===== config.mk =====
export PLATFORM = sky130hd
export DESIGN_NAME = compl1_serial_dec_flat
export DESIGN_NICKNAME = d
export VERILOG_FILES = /design/src/rtl/compl1_serial_dec_if.sv /design/src/rtl/compl1_serial_dec.sv /design/src/flat_wrapper.sv
export SDC_FILE = /design/constraint.sdc
export NUM_CORES = 1
export LEC_CHECK = 0
export CAP_MARGIN = 20
export CORE_UTILIZATION = 38
export DETAILED_ROUTE_END_ITERATION = 10
export GPL_TIMING_DRIVEN = 0
export PLACE_DENSITY_LB_ADDON = 0.05
export SYNTH_ARGS = -nofsm -noshare
export SYNTH_HDL_FRONTEND = slang
export SYNTH_SLANG_ARGS = --single-unit
export TNS_END_PERCENT = 100

===== constraint.sdc =====
create_clock -name clk -period 1.55 [get_ports clk]
set_input_delay 0.31 -clock clk [delete_from_list [all_inputs] [get_ports clk]]
set_output_delay 0.31 -clock clk [all_outputs]
set_load 0.03 [all_outputs]

===== src/rtl/compl1_serial_dec_if.sv =====
// Serial-link side and parallel-result side signals of the ones'-complement serial decoder.
interface compl1_serial_dec_if #(
  parameter int WIDTH = 4
);
  logic             start;
  logic             cpl;
  logic             bit_in;
  logic             bit_valid;
  logic             ready;
  logic             busy;
  logic             sign;
  logic [WIDTH-2:0] mag;
  logic             neg_zero;
  logic             out_valid;

  modport master (
    output start, cpl, bit_in, bit_valid,
    input  ready, busy, sign, mag, neg_zero, out_valid
  );

  modport slave (
    input  start, cpl, bit_in, bit_valid,
    output ready, busy, sign, mag, neg_zero, out_valid
  );
endinterface


===== src/rtl/compl1_serial_dec.sv =====
// Bit-serial ones'-complement decoder: takes one WIDTH-bit word MSB-first and
// presents it as sign + magnitude, optionally undoing the complement.
module compl1_serial_dec #(
  parameter int WIDTH = 4
) (
  input logic               clk,
  input logic               reset,
  compl1_serial_dec_if.slave bus
);
  localparam int CW = $clog2(WIDTH);

  typedef enum logic [1:0] {S_IDLE, S_SIGN, S_MAG, S_DONE} state_t;

  state_t           state_q, state_d;
  logic [CW-1:0]    cnt_q, cnt_d;
  logic             cpl_r_q, cpl_r_d;
  logic             sign_r_q, sign_r_d;
  logic [WIDTH-2:0] shift_q, shift_d;
  logic             sign_q, sign_d;
  logic [WIDTH-2:0] mag_q, mag_d;
  logic             nz_q, nz_d;

  function automatic logic dec_bit(input logic b, input logic s, input logic c);
    return b ^ (s & c);
  endfunction

  always_ff @(posedge clk or posedge reset) begin
    if (reset) begin
      state_q  <= S_IDLE;
      cnt_q    <= '0;
      cpl_r_q  <= 1'b0;
      sign_r_q <= 1'b0;
      shift_q  <= '0;
      sign_q   <= 1'b0;
      mag_q    <= '0;
      nz_q     <= 1'b0;
    end else begin
      state_q  <= state_d;
      cnt_q    <= cnt_d;
      cpl_r_q  <= cpl_r_d;
      sign_r_q <= sign_r_d;
      shift_q  <= shift_d;
      sign_q   <= sign_d;
      mag_q    <= mag_d;
      nz_q     <= nz_d;
    end
  end

  // Results are loaded on the edge that accepts the last bit, so they are
  // already stable during the DONE cycle in which out_valid is raised.
  always_comb begin
    state_d  = state_q;
    cnt_d    = cnt_q;
    cpl_r_d  = cpl_r_q;
    sign_r_d = sign_r_q;
    shift_d  = shift_q;
    sign_d   = sign_q;
    mag_d    = mag_q;
    nz_d     = nz_q;
    case (state_q)
      S_IDLE: begin
        if (bus.start) begin
          cpl_r_d = bus.cpl;
          state_d = S_SIGN;
        end
      end
      S_SIGN: begin
        if (bus.bit_valid) begin
          sign_r_d = bus.bit_in;
          cnt_d    = CW'(WIDTH - 1);
          state_d  = S_MAG;
        end
      end
      S_MAG: begin
        if (bus.bit_valid) begin
          shift_d = {shift_q[WIDTH-3:0], dec_bit(bus.bit_in, sign_r_q, cpl_r_q)};
          cnt_d   = cnt_q - CW'(1);
          if (cnt_q == CW'(1)) begin
            state_d = S_DONE;
            sign_d  = sign_r_q;
            mag_d   = shift_d;
            nz_d    = cpl_r_q & sign_r_q & (shift_d == '0);
          end
        end
      end
      S_DONE:  state_d = S_IDLE;
      default: state_d = S_IDLE;
    endcase
  end

  always_comb begin
    bus.ready     = (state_q == S_IDLE);
    bus.busy      = (state_q == S_SIGN) || (state_q == S_MAG);
    bus.out_valid = (state_q == S_DONE);
    bus.sign      = sign_q;
    bus.mag       = mag_q;
    bus.neg_zero  = nz_q;
  end
endmodule


===== src/flat_wrapper.sv =====
// flat-port wrapper written by rule: the top's interface ports become plain ports
module compl1_serial_dec_flat 
#(
  parameter int WIDTH = 4
)
  (clk, reset, bus_start, bus_cpl, bus_bit_in, bus_bit_valid, bus_ready, bus_busy, bus_sign, bus_mag, bus_neg_zero, bus_out_valid);
  compl1_serial_dec_if #(.WIDTH(WIDTH)) bus_i ();
  input logic clk;
  input logic reset;
  input wire logic [$bits(bus_i.start)-1:0] bus_start;
  input wire logic [$bits(bus_i.cpl)-1:0] bus_cpl;
  input wire logic [$bits(bus_i.bit_in)-1:0] bus_bit_in;
  input wire logic [$bits(bus_i.bit_valid)-1:0] bus_bit_valid;
  output wire logic [$bits(bus_i.ready)-1:0] bus_ready;
  output wire logic [$bits(bus_i.busy)-1:0] bus_busy;
  output wire logic [$bits(bus_i.sign)-1:0] bus_sign;
  output wire logic [$bits(bus_i.mag)-1:0] bus_mag;
  output wire logic [$bits(bus_i.neg_zero)-1:0] bus_neg_zero;
  output wire logic [$bits(bus_i.out_valid)-1:0] bus_out_valid;
  assign bus_i.start = bus_start;
  assign bus_i.cpl = bus_cpl;
  assign bus_i.bit_in = bus_bit_in;
  assign bus_i.bit_valid = bus_bit_valid;
  assign bus_ready = bus_i.ready;
  assign bus_busy = bus_i.busy;
  assign bus_sign = bus_i.sign;
  assign bus_mag = bus_i.mag;
  assign bus_neg_zero = bus_i.neg_zero;
  assign bus_out_valid = bus_i.out_valid;
  compl1_serial_dec #(.WIDTH(WIDTH)) u_core (.clk(clk), .reset(reset), .bus(bus_i));
endmodule

Word level (Yosys, flattened, before mapping)

Index checks and enable logic that the tools add are counted.

Memory bits (writable): 0
Memories: 0
Bits in latches: 0
Register bits after elaboration: 13
Memory bits (read-only): 0

Order comparisons: 0
Equal/unequal tests: 8
Shifts and indexed selects: 0
Add/subtract/negate cells: 1
Multiplexer cells: 8
Reduce and logical (&&, ||, !) cells: 10
Bitwise gates (word level): 3
Div/mod/pow operators: 0
Multipliers: 0

Operator list:

| kind                                             | count |
|---|---|
| 2-to-1 mux 2 bit                                 | 6 |
| one-hot mux 2 bit (4 select lines)               | 1 |
| != test 2 bit, second input constant             | 3 |
| AND reduction 2 bit                              | 3 |
| AND reduction 3 bit                              | 2 |
| == test 2 x 1 -> 1 bit, second input constant    | 2 |
| == test 2 bit, second input constant             | 2 |
| one-hot mux 2 bit (2 select lines)               | 1 |
| AND reduction 4 bit                              | 1 |
| zero test 3 bit                                  | 1 |
| AND 1 bit                                        | 2 |
| zero test 2 bit                                  | 1 |
| != test 2 x 1 -> 1 bit, second input constant    | 1 |
| nonzero test 2 bit                               | 1 |
| subtractor 2 x 1 -> 2 bit, second input constant | 1 |
| logical OR 1 bit                                 | 1 |
| XOR 1 bit                                        | 1 |

Depth between registers and ports, before layout

Word-level depth: 4
Mapped depth: 5
Depth with buffers taken out: 5

Least setup slack after synthesis

OpenSTA, ideal clock, no wires.

Path type: flip-flop to flip-flop
From: reg u_core.state_q[0]
To: reg u_core.state_q[1]
Data required time: 1.422 ns
Data arrival time: 1.463 ns
Stages on the path, launching flop included: 6
Slack: -0.041 ns
Library setup time: 0.128 ns
Cell sequence: dfrtp_1 -> inv_1 -> ha_1 -> inv_1 -> o221ai_1 -> mux2_1

Word-level cells in the longest chain between the ends: 3
Elaborated cells between the ends (all ways): 10
Classes of those cells: eq/ne: 7; mux: 1; reduce/logical: 2

RTL lines:

| item                          | line                    | source |
|---|---|---|
| from (decl)                   | compl1_serial_dec.sv:14 | `state_t state_q, state_d;` |
| from (signal assigned)        | compl1_serial_dec.sv:38 | `state_q <= state_d;` |
| zero test 2 bit (*)           | -                       |  |
| net bus_ready                 | flat_wrapper.sv:14      | `output wire logic [$bits(bus_i.ready)-1:0] bus_ready;` |
| != test 2 bit (no line)       | -                       |  |
| AND reduction 4 bit (no line) | -                       |  |

Mark *: on every way through the listed nets, which the timed path passes. The rest lies on a longest branch.
A chain may end at the register's enable or synchronous reset.

Final worst setup path

From: reg u_core.state_q[0]
To: reg u_core.nz_q, in the netlist u_core.bus.neg_zero

Word-level cells in the longest chain between the ends: 2

RTL lines:

| item                          | line                    | source |
|---|---|---|
| == test 2 bit                 | compl1_serial_dec.sv:60 | `case (state_q)` |
| AND reduction 3 bit (no line) | -                       |  |
| to (signal assigned)          | compl1_serial_dec.sv:45 | `nz_q <= nz_d;` |
| to (decl)                     | compl1_serial_dec.sv:21 | `logic nz_q, nz_d;` |

No other way between the ends.

==> impl_summary.txt <==
----------------------------------------------------
[Detailed routing]
  Routed Wire Length ... 1.32 mm
  Detailed router's first-iteration violation count ... 3
  Per-cell routed wire length ... around 13 microns
  ANT nets after route ... 0
  Detailed-routing iteration count for the pre-antenna-repair pass ... 6
  Drc violations ... 1
  Via/cell ratio ... 5.19
  Routed via count ... 524

[Clocking]
  Number of clock sinks ... 13
  Cell at the root of the clock tree ... sky130_fd_sc_hd__clkbuf_4
  Level count of the clock H-tree ... 1
  Clock input transition at the sequential cells of the worst setup and hold paths ... around 0.08 ns
  Clock tree from TritonCTS ... yes
  Buffer levels on the longest clock path ... 2
  Clock insertion delay at the later pin of the skew report ... around 0.27 ns
  Number of buffers created by CTS ... 3

[Setup path]
  Arrival time reported for the critical path endpoint ... 1.71 ns
  Cell with the biggest individual delay on the critical path ... sky130_fd_sc_hd__or4b_1
  Combined buffer and inverter count along the critical path ... 1
  Largest fanout of any net on the critical path ... 4
  Cells along the critical path ... inv_2 > ha_4 > nand3_4 > or4b_1 > o21ai_1
  Setup crit start ... u_core.state_q[0]$_DFFE_PP0P_
  Critical path start-end classification ... reg2reg
  Crit start category ... flop
  FF-to-FF Start ... u_core.state_q[0]$_DFFE_PP0P_
  Required time at the worst-slack endpoint ... 1.76 ns
  Kind of end point of the critical path ... flop
  Reg-to-reg slack, setup ... approximately 0.042 ns
  Family with the most delay on the worst path ... simple AND/OR/NAND/NOR gates
  Maximum single-stage delay on the critical path ... 0.48 ns

[Logic synthesis]
  Portion of synthesized cell area occupied by the leading cell type ... between 40% and 50%
  Synth top area cells ... sky130_fd_sc_hd__dfrtp_1, sky130_fd_sc_hd__ha_1, sky130_fd_sc_hd__mux2_2
  Portion of the post-synthesis area used by sequential elements ... slightly below 50%
  Primary FF master, synth ... sky130_fd_sc_hd__dfrtp_1
  Post-synth top cells ... sky130_fd_sc_hd__dfrtp_1, sky130_fd_sc_hd__nand2_1, sky130_fd_sc_hd__ha_1, sky130_fd_sc_hd__inv_1, sky130_fd_sc_hd__mux2_2
  Number of instances in the synthesized netlist ... 57
  Top cell type by total area after synthesis ... sky130_fd_sc_hd__dfrtp_1
  Post-synthesis net count ... ~70
  Post-synthesis cell type count ... 20
  Total standard cell area after synthesis ... approximately 660 sq um
  Synth Register Bits ... 13
  Warning count from the yosys run ... 0
  Async SR Flop Fraction ... 100%
  Post-synthesis area per instance ... about 12 sq um
  Post-synth EDFFs ... 0
  Most frequently used cell type in the post-synthesis netlist ... sky130_fd_sc_hd__dfrtp_1

[Cells and area]
  Final Instance Count excl. Fillers ... just over 100
  Share of final-layout standard cells stronger than drive strength 1 ... a little under two fifths
  Number of nets in the layout ... 98
  Diodes inserted ... 0
  Layout Area Growth over Synthesis ... 45.0%

[STA]
  Total setup violations reported at the end of the flow ... 0
  Maximum clock frequency ... between 600 and 700 MHz
  Number of pins with negative max-slew slack in the final report ... 0
  Setup repair after global routing missed its margin ... yes
  Worst max-slew margin expressed relative to the limit ... 68.1%
  Final critical-path required period ... 1.51 ns
  Slew at the pin closest to its max-slew limit ... roughly 0.48 ns
  Number of hold-slack violations in the final timing report ... 0
  Worst-case clock skew ... between 0.0004 and 0.0005 ns
  Share of the clock period used by the worst path ... slightly below 100%

[Placed design]
  RePlAce Congestion ... between 0.7 and 0.8
  IO buf count ... 13
  Detailed placer's ending HPWL ... approximately 870 microns
  DP Cell Count ... between 80 and 90

[Floorplanning]
  Number of ports placed on the die boundary ... 14
  Site Rows ... 14
  Chip width ... 43.7 microns
  Starting utilization of the core area ... a little over two fifths
  Vert. Die Dim ... approximately 44 microns
  Core box area ... approximately 0.0016 sq mm
  Area of the die ... about 0.0019 sq mm

[Flow run]
  Number of violations of the max-capacitance limit ... 0

[Global routing]
  Maximum number of pins on one net before global-route repair ... 14
  Total routing usage reported by global routing ... 15.7%
  Initial antenna violation count ... 0
  Global-route wire length before repair ... ~2.1 mm
  Grt total ovfl ... 0
  Number of global-route vias before repair ... 491

[Outcome]
  Violated checks ... design-rule violations
  Result of the run ... finished, violations left

[Power]
  Leakage power total ... between 0.0004 and 0.0005 uW
  Total power draw ... between 1500 and 2000 uW
  Areal power density over the cells ... between 2000 and 2500 mW/mm^2
  Worst vdd ir ... around 0.0016 V

[Worst hold path]
  Type of the most critical hold path ... in2async

----------------------------------------------------
logic make-up after synthesis:
kind of cell	count (synthesis)	synth area share, %
AOI/OAI and AO/OA	11	10.6
xor gates and xnor gates	1	1.33
adders and majority gates	6	11.4
buffers and inverters	6	3.42
DFF	13	49.3
muxes	7	12.0
and+or+nand+nor	13	12.0
power breakdown:
part / switching [uW] / leakage (uW) / internal [uW]
clock network: 109 / 0.0000150 / 99.8
registers: 94.1 / 0.000160 / 484
logic: 608 / 0.000282 / 550
cells in the final DEF, fill, tap and decap left out:
master	count
sky130_fd_sc_hd__nand2_1	7
sky130_fd_sc_hd__xor2_1	1
sky130_fd_sc_hd__or4b_1	1
sky130_fd_sc_hd__inv_1	5
sky130_fd_sc_hd__nand2b_1	1
sky130_fd_sc_hd__clkbuf_1	1
sky130_fd_sc_hd__a31oi_1	1
sky130_fd_sc_hd__and3_1	1
sky130_fd_sc_hd__inv_2	1
sky130_fd_sc_hd__buf_4	12
sky130_fd_sc_hd__dlygate4sd2_1	5
sky130_fd_sc_hd__nor2b_1	1
sky130_fd_sc_hd__ha_4	2
sky130_fd_sc_hd__ha_2	2
sky130_fd_sc_hd__o221ai_2	1
sky130_fd_sc_hd__nand3_4	1
sky130_fd_sc_hd__dfrtp_1	13
sky130_fd_sc_hd__mux2_2	6
sky130_fd_sc_hd__mux2_1	1
sky130_fd_sc_hd__ha_1	2
sky130_fd_sc_hd__or2_2	1
sky130_fd_sc_hd__o21ai_0	2
sky130_fd_sc_hd__clkbuf_4	3
sky130_fd_sc_hd__o2bb2ai_1	1
sky130_fd_sc_hd__clkdlybuf4s50_1	5
sky130_fd_sc_hd__buf_6	2
sky130_fd_sc_hd__o21ai_1	1
sky130_fd_sc_hd__a21oi_1	4
sky130_fd_sc_hd__o21bai_4	1
stage by stage:
stage / TNS (ns) / cell area (sq um) / setup slack, ns / util (%) / hold slack, ns
final: 0 / 956 / 0.0418 / 61.3 / 0.344
after global routing: -0.0962 / 956 / -0.0270 / 61.3 / 0.401
after CTS: -0.00658 / 867 / -0.00658 / 55.6 / 0.354
after detailed placement: -0.971 / 812 / -0.268 / 52.1 / 0.477
after global placement: -0.839 / 812 / -0.242 / 52.1 / 0.467
after floorplan: 0 / 662 / 0.000459 / - / 0.187
final cells by class:
class	instances	area [sq um]
Fill cell	148	603
Multi-Input combinational cell	38	355
Sequential cell	13	325
Timing Repair Buffer	24	206
Clock buffer	4	26.3
Inverter	6	22.5
Tap cell	16	20.0
flip-flops by register name, summed over array words and instances (netlist names):
| register | count |
|---|---|
| u_core.sign_r_q | 1 |
| u_core.state_q | 2 |
| u_core.cnt_q | 2 |
| u_core.bus.neg_zero | 1 |
| u_core.bus.sign | 1 |
| u_core.bus.mag | 3 |
| u_core.cpl_r_q | 1 |
| u_core.shift_q | 2 |
worst paths after layout:
| kind | cells past startpoint | to |
|---|---|---|
| worst min register to register | 2 | u_core.bus.mag[0]$_DFFE_PP0P_ |
| worst max-delay path | 5 | u_core.bus.neg_zero$_DFFE_PP0P_ |
| max in group asynchronous | 2 | u_core.cnt_q[1]$_DFFE_PP0P_ |
| worst min-delay path | 2 | u_core.state_q[0]$_DFFE_PP0P_ |
| worst max register to register | 5 | u_core.bus.neg_zero$_DFFE_PP0P_ |
| min in group clk | 2 | u_core.bus.mag[0]$_DFFE_PP0P_ |
worst reg2reg max path, cell delays in order (launching register included):
cell and delay (ns):
sky130_fd_sc_hd__dfrtp_1 0.42, sky130_fd_sc_hd__inv_2 0.14, sky130_fd_sc_hd__ha_4 0.20, sky130_fd_sc_hd__nand3_4 0.08
sky130_fd_sc_hd__or4b_1 0.48, sky130_fd_sc_hd__o21ai_1 0.12
metal layers:
metal	track usage [%]	share of wire, %	routed length, microns
met2	24.2	53	707
met4	8.13	1.4	18
met5	0	0	0
met1	17.6	41	536
met3	7.92	4.5	60
timing repair:
action,CTS,global route
hold buffers,0,0
setup buffers,3,8
resized for setup,27,8
setup endpoints to repair,10,5
pin swaps,1,3
No activity file was read; power rests on OpenSTA's default activity.
